==> src/rtl/dma_copy_engine.sv <==
// Word-at-a-time memory-to-memory copy engine with registered bus strobes and a bus-wait timeout.
// Optional fill mode (writes a constant instead of copying) is enabled by defining DMA_FILL_EN.
module dma_copy_engine (
    input  logic        clk,
    input  logic        reset,
    input  logic        start,
    input  logic [22:1] src_addr,
    input  logic [22:1] dst_addr,
    input  logic [15:0] word_count,
`ifdef DMA_FILL_EN
    input  logic        fill_mode,
    input  logic [15:0] fill_value,
`endif
    output logic        busy,
    output logic        done,
    output logic        error,
    output logic [22:1] bus_address,
    output logic [15:0] bus_dout,
    input  logic [15:0] bus_din,
    output logic        bus_cs,
    output logic        bus_uds,
    output logic        bus_lds,
    output logic        bus_write_strobe,
    input  logic        bus_ack
);

    typedef enum logic [2:0] {IDLE, RD, RD_GAP, WR, WR_GAP, DONE} state_t;

    state_t      state_q, state_d;
    logic [22:1] src_q, dst_q;
    logic [15:0] remaining_q;
    logic [15:0] hold_q;
    logic [7:0]  wait_q;
    logic        error_q;

    logic        active_access;
    logic        timeout;
    logic        fill_now;
    logic [15:0] fill_data;
    logic        cs_d, we_d;
    logic [22:1] addr_d;
    logic [15:0] dout_d;

    assign active_access = (state_q == RD) || (state_q == WR);
    // The 255th consecutive wait cycle is the one where the counter still reads 254.
    assign timeout = active_access && !bus_ack && (wait_q == 8'd254);

`ifdef DMA_FILL_EN
    logic        fill_q;
    logic [15:0] fill_val_q;

    always_ff @(posedge clk) begin
        if (reset) begin
            fill_q     <= 1'b0;
            fill_val_q <= '0;
        end else if (state_q == IDLE && start) begin
            fill_q     <= fill_mode;
            fill_val_q <= fill_value;
        end
    end

    // In IDLE the transfer being accepted is described by the live inputs.
    assign fill_now  = (state_q == IDLE) ? fill_mode  : fill_q;
    assign fill_data = (state_q == IDLE) ? fill_value : fill_val_q;
`else
    assign fill_now  = 1'b0;
    assign fill_data = 16'h0000;
`endif

    // NOTE: sequential state uses non-blocking (<=) so every flop samples pre-edge values.
    always_ff @(posedge clk) begin
        if (reset) state_q <= IDLE;
        else       state_q <= state_d;
    end

    // NOTE: every variable gets a default at the top of always_comb, so no path infers a latch.
    always_comb begin
        state_d = state_q;
        case (state_q)
            IDLE:    if (start) state_d = (word_count == 16'd0) ? DONE : (fill_now ? WR : RD);
            RD:      if (bus_ack) state_d = RD_GAP; else if (timeout) state_d = DONE;
            RD_GAP:  state_d = WR;
            WR:      if (bus_ack) state_d = WR_GAP; else if (timeout) state_d = DONE;
            WR_GAP:  state_d = (remaining_q == 16'd1) ? DONE : (fill_now ? WR : RD);
            DONE:    state_d = IDLE;
            default: state_d = IDLE;
        endcase
    end

    // Bus outputs are precomputed from the next state and registered below.
    always_comb begin
        busy   = (state_q == RD) || (state_q == RD_GAP) || (state_q == WR) || (state_q == WR_GAP);
        done   = (state_q == DONE);
        error  = error_q;
        cs_d   = (state_d == RD) || (state_d == WR);
        we_d   = (state_d == WR);
        addr_d = bus_address;
        dout_d = bus_dout;
        case (state_q)
            IDLE: begin
                if (start && word_count != 16'd0) begin
                    addr_d = fill_now ? dst_addr : src_addr;
                    dout_d = fill_data;
                end
            end
            RD_GAP: begin
                addr_d = dst_q;
                dout_d = hold_q;
            end
            WR_GAP: begin
                addr_d = fill_now ? dst_q + 22'd1 : src_q + 22'd1;
                dout_d = fill_now ? fill_data : bus_dout;
            end
            default: ;
        endcase
    end

    always_ff @(posedge clk) begin
        if (reset) begin
            src_q            <= '0;
            dst_q            <= '0;
            remaining_q      <= '0;
            hold_q           <= '0;
            wait_q           <= '0;
            error_q          <= 1'b0;
            bus_cs           <= 1'b0;
            bus_uds          <= 1'b0;
            bus_lds          <= 1'b0;
            bus_write_strobe <= 1'b0;
            bus_address      <= '0;
            bus_dout         <= '0;
        end else begin
            bus_cs           <= cs_d;
            bus_uds          <= cs_d;
            bus_lds          <= cs_d;
            bus_write_strobe <= we_d;
            bus_address      <= addr_d;
            bus_dout         <= dout_d;
            wait_q           <= (active_access && !bus_ack) ? wait_q + 8'd1 : 8'd0;
            if (timeout) error_q <= 1'b1;
            case (state_q)
                IDLE: begin
                    if (start) begin
                        src_q       <= src_addr;
                        dst_q       <= dst_addr;
                        remaining_q <= word_count;
                        error_q     <= 1'b0;
                    end
                end
                RD:     if (bus_ack) hold_q <= bus_din;
                WR_GAP: begin
                    src_q       <= src_q + 22'd1;
                    dst_q       <= dst_q + 22'd1;
                    remaining_q <= remaining_q - 16'd1;
                end
                default: ;
            endcase
        end
    end

endmodule

==> config.mk <==
export PLATFORM = sky130hd
export DESIGN_NAME = dma_copy_engine
export DESIGN_NICKNAME = d
export VERILOG_FILES = /design/src/rtl/dma_copy_engine.sv
export SDC_FILE = /design/constraint.sdc
export NUM_CORES = 1
export LEC_CHECK = 0
export CAP_MARGIN = 30
export CORE_UTILIZATION = 56
export CTS_BUF_LIST = sky130_fd_sc_hd__clkbuf_4 sky130_fd_sc_hd__clkbuf_8 sky130_fd_sc_hd__clkbuf_16
export DETAILED_ROUTE_END_ITERATION = 6
export PLACE_DENSITY_LB_ADDON = 0.2
export RECOVER_POWER = 50
export SYNTH_ARGS = -nofsm -noshare
export SYNTH_HDL_FRONTEND = slang
export SYNTH_SLANG_ARGS = --single-unit
==> constraint.sdc <==
create_clock -name clk -period 4.3 [get_ports clk]
set_input_delay 1.075 -clock clk [delete_from_list [all_inputs] [get_ports clk]]
set_output_delay 1.075 -clock clk [all_outputs]
set_load 0.05 [all_outputs]
# ---- Word level (Yosys, flattened, before mapping)
# Index checks and enable logic that the tools add are counted.
dict set report totals {
  ff_bits 128
  word_cells 67
}
dict set report classes {
  n_addsub 4
  eq_ne 11
  mux 20
  n_bitwise 1
  reduce_logical 20
}
# op n
set ops {}
lappend ops {{$pmux 22 s2} 2}
lappend ops {{$mux 22} 3}
lappend ops {{$pmux 22 s3} 1}
lappend ops {{$pmux 16 s2} 2}
lappend ops {{$add 22x1->22 const B} 2}
lappend ops {{$mux 16} 2}
lappend ops {{$mux 3} 6}
lappend ops {{$eq 16x1->1 const B} 1}
lappend ops {{$logic_not 16->1} 1}
lappend ops {{$reduce_bool 16->1} 1}
lappend ops {{$sub 16x1->16 const B} 1}
lappend ops {{$pmux 3 s5} 1}
lappend ops {{$eq 3x2->1 const B} 3}
lappend ops {{$add 8x1->8 const B} 1}
lappend ops {{$eq 8x8->1 const B} 1}
lappend ops {{$reduce_and 2->1} 4}
lappend ops {{$eq 3x1->1 const B} 2}
lappend ops {{$eq 3x3->1 const B} 2}
lappend ops {{$logic_or 1x1->1} 5}
lappend ops {{$ne 2x2->1 const B} 2}
lappend ops {{$reduce_bool 2->1} 2}
lappend ops {{$logic_and 1x1->1} 3}
lappend ops {{$logic_not 3->1} 1}
lappend ops {{$mux 1} 3}
lappend ops {{4 further kinds} 4}

# ---- Logic depth before layout (Yosys ltp)
dict set report logic_depth {
  ltp_word 9
  ltp_mapped 8
}

# ---- Least setup slack after synthesis
# No wires, ideal clock.
dict set report synth_path {
  path_type {input to register}
  from {in word_count[11]}
  to {reg bus_address[18] (netlist name)}
  arrival_ns 2.751
  t_required_ns 4.209
  slack_ns 1.458
  cell_stages 5
  cell_sequence {or4_1 -> o41ai_4 -> nand2_2 -> buf_2 -> a311oi_1}
}
dict set report synth_between {
  elab_chain_cells 4
}
# item line_no
set synth_lines {}
lappend synth_lines {{from (decl)} 9} ;# input logic [15:0] word_count,
lappend synth_lines {{$reduce_bool 16->1} 101} ;# if (start && word_count != 16'd0) begin
lappend synth_lines {{$logic_and 1x1->1} 101}
lappend synth_lines {{$ne 2x2->1 (no source line)} -}
lappend synth_lines {{$reduce_and 2->1 (no source line)} -}
lappend synth_lines {{to (signal assigned)} 137} ;# bus_address <= addr_d;
lappend synth_lines {{to (decl)} 17} ;# output logic [22:1] bus_address,
# Every way passes these cells.
# A chain may end at the register's enable or synchronous reset.

# ---- Final worst setup path
dict set report layout_path {
  from {in start}
  to {reg remaining_q[7]}
}
dict set report layout_between {
  elab_chain_cells 2
}
# item line_no
set layout_lines {}
lappend layout_lines {{from (decl)} 6} ;# input logic start,
lappend layout_lines {{$ne 2x2->1 (no source line)} -}
lappend layout_lines {{$reduce_and 2->1 (no source line)} -}
lappend layout_lines {{to (signal assigned)} 146} ;# remaining_q <= word_count;
lappend layout_lines {{to (signal assigned)} 154} ;# remaining_q <= remaining_q - 16'd1;
lappend layout_lines {{to (decl)} 31} ;# logic [15:0] remaining_q;
# Every way passes these cells.

==> results.toml <==
[critical_path]
crit_family = "buffers and inverters"
crit_cells = 7
cp_num_buf_inv = 2
worstSetupStartpointType = "input port"
slowest_delay_ns = 1.07
slowest_stage = "clkbuf_1"
reg2regPathDepth = 6
path_cells = "dlygate4sd3_1 -> nor4b_1 -> clkbuf_1 -> nor2_1 -> o21ai_0 -> o211a_1 -> nor2_1"
cpMostUsedCell = "nor2_1"
crit_arrival_ns = 4.28
critical_path.max_fanout = 26
crit_path_end_kind = "flip-flop"
crit_type = "input port to flip-flop"
critPathRequiredTime_ns = 4.70

[power_and_ir_drop]
ir_drop_uv = 328
total_power_mw = 3.47
p_leak_nw = 2.89
p_per_area_nw_per_um2 = 429

[cts]
cts_hold_buffers = 0
cts_max_path_buffers = 2
cts_tree = "built"
ctsResizeCount = 0
cts_root_buffer = "clkbuf_8"
clock_latency_ns = 0.52
htreeDepth = 4
path_clk_slew_ns = 0.06
post_cts_buffers = 0
cts_sinks = 128
numCtsBuffers = 17

[timing]
hold_viol_final = 0
holdWs_ns = 0.453
setup_viol = 0
slew_violations = 41
tns_ns = 0
max-slew-margin-rel_pct = -30.8
period_minus_slack_ns = 3.88
rsz0062_at_grt = "false"
max_freq_ghz = 0.258
min_period_over_period_pct = 90.2
worst_pin_slew_ns = 1.96
fin_skew_ns = 0.00514

[finish]
nFillCells = 791
nets = 972
diodes = 0
area_growth_pct = 29.4
drive_gt1_share_pct = 6.01

[yosys]
async_flop_share_pct = 0
yosysSeqAreaShare_pct = 41.0
synth_top_family_by_area = "simple AND/OR/NAND/NOR gates"
synth_area_leader_cell = "dfxtp_1"
yosysWarnings = 0
yosysTopAreaCellShare_pct = 41.0
synth_cells = 795
avgSynthCellArea_um2 = 7.86
synth_flop_cell = "dfxtp_1"
synth_area_leaders = "dfxtp_1 41%, nand2_1 6.8%, a21oi_1 6.2%"
syn_nets = 881
synth_compound_area_share_pct = 24.2
ys_types = 55
yosys.area_share.adder_pct = 1.20
synth_common_cells = "128 x dfxtp_1, 114 x nand2_1, 82 x nor2_1"
yosysMostFrequentCell = "dfxtp_1"
ys_ff_latch = 128
yosys.area_share.simple_pct = 25.2
muxShareOfSynthArea_pct = 0.340
synth-xor-area-share_pct = 2.94
synth_edf_count = 0
synth_area_um2 = 6250

[hold_path]
hold_depth = 2
min_path_type = "flip-flop to flip-flop"

[placement]
gp_congestion = 0.912
dp_hpwl_mm = 12.3
port_buffers = 124

[status]
violations = "max-capacitance violations, max-slew violations"
outcome = "complete, but fails checks"

[floorplan]
ios = 125
core_area_um2 = 10800
die_w_um = 108
start_util_pct = 57.6
fp.dieH_um = 108
die_area_um2 = 11600
rows = 38

[routing]
vias_per_cell = 6.40
ant_nets = 0
drtIter0Drc = 816
wl_per_cell_um = 18.0
post-route-drc-count = 0
wirelength_mm = 18.7
vias = 6648
drtPass1Iterations = 7

[global_routing]
grt_pass1_vias = 6334
antenna_found_initial = 0
grt_usage_pct = 32.6
grt-ovfl-total = 0
grt_pass1_wl_mm = 29.7
grt_max_degree = 67

[run]
drv_cap = 1
state kept, by name, summed over array words and instances (netlist names):
name and flops:
hold_q 16, wait_q 8, error 1, bus_lds 1
dst_q 22, remaining_q 16, bus_write_strobe 1, bus_dout 16
state_q 3, bus_address 22, src_q 22
worst register-to-register path: cells and delay by family, from the launching register on:
| family | cells | cell delay [ns] |
|---|---|---|
| AOI/OAI and AO/OA | 2 | 0.49 |
| buffers and inverters | 1 | 1.07 |
| DFF | 1 | 0.52 |
| and+or+nand+nor | 3 | 1.19 |
worst paths after layout:
check                           startpoint             end  slack (ns)
worst min register to register   hold_q[6]       hold_q[6]        0.45
worst min-delay path             hold_q[6]       hold_q[6]        0.45
worst max-delay path                 start  remaining_q[7]        0.42
worst max register to register  state_q[2]  remaining_q[7]        0.91
stage by stage:
step / worst slack, ns / instance area [um2] / util (%) / instances
CTS: 0.736 / 8120 / 74.9 / 1039
finish: 0.422 / 8090 / 74.6 / 1039
global route: 0.390 / 8090 / 74.6 / 1039
detailed placement: 0.659 / 7500 / 69.1 / 1007
global placement: 0.726 / 7500 / 69.1 / 1007
floorplan: 1.46 / 6250 / - / 795
placed cells by master, fill, tap and decap left out, types with 10 or more instances in the layout:
master / netlist / layout
dfxtp_1: 128 / 128
a311oi_1: 16 / 16
nor3_1: 22 / 22
nor2_1: 82 / 81
clkdlybuf4s50_1: 0 / 98
a21oi_1: 78 / 78
a211oi_1: 19 / 19
dlygate4sd3_1: 0 / 25
nand2_1: 114 / 114
nand3_1: 42 / 42
a222oi_1: 13 / 13
o21ai_0: 27 / 27
o211ai_1: 10 / 10
clkbuf_16: 0 / 16
a31oi_1: 16 / 16
xor2_1: 12 / 12
nor4_1: 10 / 10
inv_1: 15 / 15
a22oi_1: 17 / 17
power breakdown:
group	internal, mW	switching, mW
Sequential	1.27	0.0824
Clock	0.997	0.524
Combinational	0.230	0.368
cell families after synthesis:
kind of cell | count (synthesis)
AOI/OAI and AO/OA | 226
xor gates and xnor gates | 21
adders and majority gates | 6
buffers and inverters | 78
DFF | 128
and+or+nand+nor | 334
muxes | 2
cell type report:
| class | count | area [um2] | area share (%) |
|---|---|---|---|
| Tap cell | 140 | 175 | 2.17 |
| Clock buffer | 22 | 470 | 5.82 |
| Clock inverter | 10 | 158 | 1.95 |
| Sequential cell | 128 | 2560 | 31.7 |
| Timing Repair Buffer | 135 | 1310 | 16.2 |
| Multi-Input combinational cell | 589 | 3360 | 41.5 |
| Inverter | 15 | 56.3 | 0.696 |
routing by layer:
layer,up-vias,share of wire [%],track usage [%]
li1,3109,-,-
met1,3088,40,39.3
met2,407,48,53.9
met3,44,9.4,7.75
met4,0,2.7,16.6
met5,-,0,0
Note: power is estimated with default switching activity, not from simulation.
